**src/rtl/kv_req_queue_if.sv**
```systemverilog
// DB-side channel of kv_req_queue: request handshake towards the lookup engine
// and the reply strobe coming back from it.
interface kv_req_queue_if #(
    parameter int KEY_SIZE = 96
);
    logic                db_req_valid;
    logic                db_req_ready;
    logic [KEY_SIZE-1:0] db_req_key;
    logic [3:0]          db_req_flag;
    logic                db_rep_valid;
    logic [3:0]          db_rep_flag;

    modport master (
        output db_req_valid,
        output db_req_key,
        output db_req_flag,
        input  db_req_ready,
        input  db_rep_valid,
        input  db_rep_flag
    );

    modport slave (
        input  db_req_valid,
        input  db_req_key,
        input  db_req_flag,
        output db_req_ready,
        output db_rep_valid,
        output db_rep_flag
    );
endinterface

```
**src/rtl/kv_req_queue.sv**
```systemverilog
// Buffers parser DB-request pulses in a FIFO, issues them with an outstanding limit,
// and forwards DB replies. Define KVQ_DEDUP_EN to suppress repeats of the newest queued entry.
module kv_req_queue #(
    parameter int KEY_SIZE        = 96,
    parameter int DEPTH_LOG2      = 3,
    parameter int MAX_OUTSTANDING = 4
) (
    input  logic                clk156,
    input  logic                eth_rst_n,
    input  logic [KEY_SIZE-1:0] in_key,
    input  logic [3:0]          in_flag,
    input  logic                in_valid,
    output logic                out_valid,
    output logic [3:0]          out_flag,
    kv_req_queue_if.master      db,
    output logic [DEPTH_LOG2:0] occupancy,
    output logic [3:0]          outstanding,
    output logic [15:0]         drop_cnt,
    output logic                err_unexp_rep
`ifdef KVQ_DEDUP_EN
    ,
    output logic [15:0]         dedup_cnt
`endif
);

    localparam int         DEPTH   = 1 << DEPTH_LOG2;
    localparam int         PW      = DEPTH_LOG2 + 1;
    localparam int         EW      = KEY_SIZE + 4;
    localparam logic [3:0] MAX_OUT = 4'(MAX_OUTSTANDING);

    function automatic logic [15:0] sat_inc16(input logic [15:0] v);
        if (v == 16'hFFFF) begin
            return v;
        end else begin
            return v + 16'd1;
        end
    endfunction

    logic [EW-1:0] mem_r [DEPTH];
    logic [PW-1:0] wr_ptr_r;
    logic [PW-1:0] rd_ptr_r;
    logic [PW-1:0] count_r;
    logic [3:0]    outstanding_r;
    logic [15:0]   drop_cnt_r;
    logic          err_r;
    logic          out_valid_r;
    logic [3:0]    out_flag_r;

    logic          empty_s;
    logic          full_s;
    logic          req_valid_s;
    logic          pop_s;
    logic          push_s;
    logic          drop_s;
    logic          dup_s;
    logic [EW-1:0] head_s;
    logic [EW-1:0] in_entry_s;
    logic [PW-1:0] count_nxt_s;
    logic [3:0]    outstanding_nxt_s;
    logic          err_nxt_s;

    assign in_entry_s  = {in_key, in_flag};
    assign head_s      = mem_r[rd_ptr_r[DEPTH_LOG2-1:0]];
    assign empty_s     = (wr_ptr_r == rd_ptr_r);
    // Same slot index with differing wrap bit means the writer is a full lap ahead.
    assign full_s      = (wr_ptr_r[DEPTH_LOG2] != rd_ptr_r[DEPTH_LOG2]) &&
                         (wr_ptr_r[DEPTH_LOG2-1:0] == rd_ptr_r[DEPTH_LOG2-1:0]);
    assign req_valid_s = !empty_s && (outstanding_r < MAX_OUT);
    assign pop_s       = req_valid_s && db.db_req_ready;

`ifdef KVQ_DEDUP_EN
    logic [PW-1:0] tail_ptr_s;
    logic [15:0]   dedup_cnt_r;

    // The newest accepted entry is always the tail while the FIFO is non-empty.
    assign tail_ptr_s = wr_ptr_r - PW'(1);
    assign dup_s      = in_valid && !empty_s &&
                        (mem_r[tail_ptr_s[DEPTH_LOG2-1:0]] == in_entry_s);
    assign dedup_cnt  = dedup_cnt_r;

    // Count of suppressed duplicate requests.
    always_ff @(posedge clk156 or negedge eth_rst_n) begin
        if (!eth_rst_n) begin
            dedup_cnt_r <= 16'd0;
        end else if (dup_s) begin
            dedup_cnt_r <= sat_inc16(dedup_cnt_r);
        end
    end
`else
    assign dup_s = 1'b0;
`endif

    // Admission: a full FIFO still takes a push when the head leaves this cycle.
    always_comb begin
        push_s = 1'b0;
        drop_s = 1'b0;
        if (in_valid && !dup_s) begin
            if (!full_s || pop_s) begin
                push_s = 1'b1;
            end else begin
                drop_s = 1'b1;
            end
        end else begin
            push_s = 1'b0;
            drop_s = 1'b0;
        end
    end

    // Next entry count from this cycle's push/pop.
    always_comb begin
        count_nxt_s = count_r;
        case ({push_s, pop_s})
            2'b10:   count_nxt_s = count_r + PW'(1);
            2'b01:   count_nxt_s = count_r - PW'(1);
            default: count_nxt_s = count_r;
        endcase
    end

    // Outstanding tracking; a reply with nothing in flight is flagged, never underflows.
    always_comb begin
        outstanding_nxt_s = outstanding_r;
        err_nxt_s         = err_r;
        if (db.db_rep_valid && (outstanding_r == 4'd0)) begin
            err_nxt_s = 1'b1;
        end else begin
            err_nxt_s = err_r;
        end
        if (pop_s && !db.db_rep_valid) begin
            outstanding_nxt_s = outstanding_r + 4'd1;
        end else if (!pop_s && db.db_rep_valid && (outstanding_r != 4'd0)) begin
            outstanding_nxt_s = outstanding_r - 4'd1;
        end else begin
            outstanding_nxt_s = outstanding_r;
        end
    end

    // FIFO storage; contents are qualified by the pointers, so no reset is needed.
    always_ff @(posedge clk156) begin
        if (push_s) begin
            mem_r[wr_ptr_r[DEPTH_LOG2-1:0]] <= in_entry_s;
        end
    end

    // Pointers, counters, status and the registered reply path.
    always_ff @(posedge clk156 or negedge eth_rst_n) begin
        if (!eth_rst_n) begin
            wr_ptr_r      <= '0;
            rd_ptr_r      <= '0;
            count_r       <= '0;
            outstanding_r <= 4'd0;
            drop_cnt_r    <= 16'd0;
            err_r         <= 1'b0;
            out_valid_r   <= 1'b0;
            out_flag_r    <= 4'd0;
        end else begin
            if (push_s) begin
                wr_ptr_r <= wr_ptr_r + PW'(1);
            end
            if (pop_s) begin
                rd_ptr_r <= rd_ptr_r + PW'(1);
            end
            if (drop_s) begin
                drop_cnt_r <= sat_inc16(drop_cnt_r);
            end
            count_r       <= count_nxt_s;
            outstanding_r <= outstanding_nxt_s;
            err_r         <= err_nxt_s;
            out_valid_r   <= db.db_rep_valid;
            out_flag_r    <= db.db_rep_valid ? db.db_rep_flag : 4'd0;
        end
    end

    // Key/flag are gated so the bus reads zero whenever nothing is offered.
    assign db.db_req_valid = req_valid_s;
    assign db.db_req_key   = req_valid_s ? head_s[EW-1:4] : '0;
    assign db.db_req_flag  = req_valid_s ? head_s[3:0] : 4'd0;

    assign out_valid     = out_valid_r;
    assign out_flag      = out_flag_r;
    assign occupancy     = count_r;
    assign outstanding   = outstanding_r;
    assign drop_cnt      = drop_cnt_r;
    assign err_unexp_rep = err_r;

endmodule

```
**src/flat_wrapper.sv**
```systemverilog
// flat-port wrapper written by rule: the top's interface ports become plain ports
module kv_req_queue_flat 
#(
    parameter int KEY_SIZE        = 96,
    parameter int DEPTH_LOG2      = 3,
    parameter int MAX_OUTSTANDING = 4
)
  (clk156, eth_rst_n, in_key, in_flag, in_valid, out_valid, out_flag, occupancy, outstanding, drop_cnt, err_unexp_rep, db_db_req_valid, db_db_req_key, db_db_req_flag, db_db_req_ready, db_db_rep_valid, db_db_rep_flag);
  kv_req_queue_if #(.KEY_SIZE(KEY_SIZE)) db_i ();
  input  logic clk156;
  input  logic eth_rst_n;
  input  logic [KEY_SIZE-1:0] in_key;
  input  logic [3:0] in_flag;
  input  logic in_valid;
  output logic out_valid;
  output logic [3:0] out_flag;
  output logic [DEPTH_LOG2:0] occupancy;
  output logic [3:0] outstanding;
  output logic [15:0] drop_cnt;
  output logic err_unexp_rep;
  output wire logic [$bits(db_i.db_req_valid)-1:0] db_db_req_valid;
  output wire logic [$bits(db_i.db_req_key)-1:0] db_db_req_key;
  output wire logic [$bits(db_i.db_req_flag)-1:0] db_db_req_flag;
  input wire logic [$bits(db_i.db_req_ready)-1:0] db_db_req_ready;
  input wire logic [$bits(db_i.db_rep_valid)-1:0] db_db_rep_valid;
  input wire logic [$bits(db_i.db_rep_flag)-1:0] db_db_rep_flag;
  assign db_db_req_valid = db_i.db_req_valid;
  assign db_db_req_key = db_i.db_req_key;
  assign db_db_req_flag = db_i.db_req_flag;
  assign db_i.db_req_ready = db_db_req_ready;
  assign db_i.db_rep_valid = db_db_rep_valid;
  assign db_i.db_rep_flag = db_db_rep_flag;
  kv_req_queue #(.KEY_SIZE(KEY_SIZE), .DEPTH_LOG2(DEPTH_LOG2), .MAX_OUTSTANDING(MAX_OUTSTANDING)) u_core (.clk156(clk156), .eth_rst_n(eth_rst_n), .in_key(in_key), .in_flag(in_flag), .in_valid(in_valid), .out_valid(out_valid), .out_flag(out_flag), .db(db_i), .occupancy(occupancy), .outstanding(outstanding), .drop_cnt(drop_cnt), .err_unexp_rep(err_unexp_rep));
endmodule
```
**config.mk**
```make
export PLATFORM = sky130hd
export DESIGN_NAME = kv_req_queue_flat
export DESIGN_NICKNAME = d
export VERILOG_FILES = /design/src/rtl/kv_req_queue_if.sv /design/src/rtl/kv_req_queue.sv /design/src/flat_wrapper.sv
export SDC_FILE = /design/constraint.sdc
export NUM_CORES = 1
export LEC_CHECK = 0
export CORE_MARGIN = 2
export CORE_UTILIZATION = 50
export CTS_CLUSTER_SIZE = 16
export DETAILED_ROUTE_END_ITERATION = 12
export GPL_TIMING_DRIVEN = 0
export PLACE_DENSITY = 0.76
export SYNTH_ARGS = -nofsm -noshare
export SYNTH_HDL_FRONTEND = slang
export SYNTH_SLANG_ARGS = --single-unit
```
**constraint.sdc**
```tcl
create_clock -name clk156 -period 12.32 [get_ports clk156]
set_clock_uncertainty 0.2 [all_clocks]
set_input_delay 2.464 -clock clk156 [delete_from_list [all_inputs] [get_ports clk156]]
set_output_delay 2.464 -clock clk156 [all_outputs]
set_load 0.02 [all_outputs]
```
==> reports/results.txt <==
Core Util, Final: 0.6124
First-pass GRT wire length: 105.1 mm
Number of synthesized flops with an enable pin: 800
Relative slew slack: 0.3008
Starting Density: 0.5026
Top FF cell, synth: edfxtp_1
Share of cells above drive strength 1: 0.2249
Worst Hold Class: flip-flop to flip-flop
Die X: 257.9 µm
Fin crit period: 6.843 ns
Worst path slowest cell: clkbuf_1
Most common cell in the netlist: edfxtp_1
# Post-CTS Setup Buffers: 0
Synth top area share: 0.7455
Vias in the first global route: 16.43k
Synthesized cell area: 32,230 µm²
Port-buffer cells: 239
Synth area leaders: edfxtp_1 (75%), mux4_2 (14%), mux2i_1 (3.2%)
Vias per cell: 5.703
Maximum clock path buffer count: 3
Nets: 1,986
Final Routed Wirelength: 70.97 mm
Pin count of the biggest net entering global routing: 70
Sink Count: 838
# resized after CTS: 0
Cell seen most often among critical-path stages: clkbuf_1
Post-DP HPWL: 46.37 mm
Max-capacitance violation count: 0
CTS Buf Count: 83
Length of the first detailed-routing pass in iterations: 9
Final hold violation count: 0
Drc violations: 0
Final count of pins violating max slew: 0
Syn_nets: 1,580
TritonCTS clock tree: done
Crit path largest cell delay: 0.80 ns
Antenna-violating nets left: 0
Synth Warn #: 0
Cells after Synth: 1,462
Slew @ Worst Pin: 1.049 ns
Drt wl/cell: 25.44 µm
Layout area overhead: 21.84%
Syn Area/Cell: 22.04 µm²
Post-synth cell types: 42
Setup Viol. Count Final: 0
Final critical-path share of the clock period: 0.5554
Core Area: 64,120 µm²
Nature of the critical path startpoint: flip-flop
Depth of the CTS H-tree: 3
Routability cong.: 0.7728
Die Area: 66,500 µm²
Clk Tree Root Cell: clkbuf_16
Worst-Skew Late Latency: 0.62 ns
Asr flop ratio synth: 0.04535
Vert. Die Dim: 257.9 µm
Status: completed
Critical path peak fanout: 10
Hold Buf Count CTS: 0
Worst EP arrival: 4.18 ns
GRT Residual Overflow: 0
Crit Path Class: flip-flop to output port
Top post-synthesis cells by count: edfxtp_1 (800), mux4_2 (200), nor2_1 (108)
Seq/Total Area, Yosys: 0.7750
Worst setup EP type: output port
Power Density: 240.5 nW/µm²
Finished Cell Area: 39,270 µm²
Rows: 93
Critical Path, Cell by Cell: clkbuf_1 > clkbuf_1 > clkbuf_1 > mux4_2 > mux2i_1 > nor2_1 > clkdlybuf4s50_1
Placed cell areas: 36,740 µm²
I/O pins: 240
VDD IR max: 0.0001345 V
RSZ-0062 raised after global routing: false
Cell accounting for the most synthesized area: edfxtp_1
Critical Path RT: 9.66 ns
Yosys reg bits: 838
Leakage: 0.01295 µW
Tot GR Track Use: 0.2138
Highest Clock Rate: 146.1 MHz
Initial drt markers: 1,586
Reg clk slew, reported paths: 0.06 ns
Worst Hold Slack: 0.2647 ns
Vias post-DR: 15.91k
Initial antenna violation count: 12
-- path summary, 6_finish.rpt --
path	from	endpoint	slack, ns	depth (start not counted)
worst max-delay path	u_core.rd_ptr_r[1]	db_db_req_key[41]	5.48	7
worst min-delay path	u_core.occupancy[3]	u_core.occupancy[3]	0.26	1
worst max register to register	u_core.rd_ptr_r[1]	u_core.mem_r[3][73]	8.33	10
worst min register to register	u_core.occupancy[3]	u_core.occupancy[3]	0.26	1
max in group asynchronous	eth_rst_n	u_core.drop_cnt[10]	9.58	1
min in group asynchronous	eth_rst_n	u_core.occupancy[1]	1.78	1
-- area by class of cell --
| class | count | area (µm²) |
|---|---|---|
| repair buffers | 321 | 3379 |
| inverters | 8 | 35.03 |
| plain buffers | 78 | 340.3 |
| multi-input cells | 538 | 6937 |
| diodes | 1 | 2.502 |
| well taps | 855 | 1070 |
| clock buffers | 118 | 2292 |
| fillers | 4374 | 24850 |
| flip-flops and latches | 838 | 24970 |
| clock inverters | 33 | 235.2 |
-- flip-flops by register name (all words and copies together) (netlist names) --
signal                count
u_core.drop_cnt          16
u_core.err_unexp_rep      1
u_core.mem_r            800
u_core.occupancy          4
u_core.out_flag           4
u_core.out_valid          1
u_core.outstanding        4
u_core.rd_ptr_r           4
u_core.wr_ptr_r           4
-- cells by family (layout without fill, tap and decap cells) --
logic type / Yosys count / count (layout) / share of synthesized area
multiplexers: 306 / 306 / 0.1729
AO/OA/AOI/OAI: 19 / 19 / 0.004737
XOR/XNOR: 27 / 27 / 0.007338
AND/OR/NAND/NOR: 177 / 177 / 0.02465
other: 0 / 1 / 0
flip-flops: 838 / 838 / 0.7750
buffers and inverters: 86 / 558 / 0.01149
adder cells (fa/ha/maj): 9 / 9 / 0.003960
-- per-stage QoR --
| stage | setup WS, ns | setup TNS, ns | total power (µW) | instances |
|---|---|---|---|---|
| final | 5.477 | 0 | 9445 | 2790 |
| after global routing | 5.296 | 0 | 9848 | 2790 |
| after CTS | 5.349 | 0 | 9553 | 2789 |
| after detailed placement | 6.061 | 0 | 7185 | 2638 |
| after global placement | -6.825 | -3568.36 | 7137 | 2556 |
| after floorplan | 1.274 | 0 | 5844 | 1462 |
-- worst max-delay path, delay by kind of cell (launching register included) --
kind / cells / cell delay (ns)
flip-flops: 1 / 0.36
buffers and inverters: 4 / 2.47
multiplexers: 2 / 0.42
AND/OR/NAND/NOR: 1 / 0.30
-- layout by cell type (no fill, tap or decap), types with 2 or more instances in the layout --
cell               n
nor2_1           108
nor3b_2            2
nand4_1           11
clkbuf_8           2
bufinv_16          2
ha_1               7
and4_1             2
nand3_1           10
nand2_1           20
xnor2_1           21
and2_1             6
nor3_2             3
fa_1               2
edfxtp_1         800
mux4_2           200
clkinv_8           2
buf_8             18
clkinv_2           8
buf_1              2
o21ai_1            2
buf_6             59
and3_1             4
a21o_1             3
mux2i_1          102
clkbuf_16         86
mux2_1             3
buf_2             33
nor4_1             2
dfrtp_1           38
clkdlybuf4s50_1  238
inv_1              7
nor3_1             2
inv_6              5
a21oi_1            4
xor2_1             6
clkinv_1          16
buf_4              6
nand2b_1           2
clkbuf_1          72
-- power breakdown --
part           total [µW]  switching, µW  internal, µW
Combinational        3400           1880          1520
Sequential           3690            108          3580
Clock                2360           1020          1340
-- layer usage --
layer	routed length, µm	vias to the layer above	GRT usage
li1	-	6838	-
met1	29970	8380	0.3001
met2	34990	573	0.3483
met3	4718	100	0.04466
met4	1158	20	0.05202
met5	131	-	0
No activity file was read; power rests on OpenSTA's default activity.
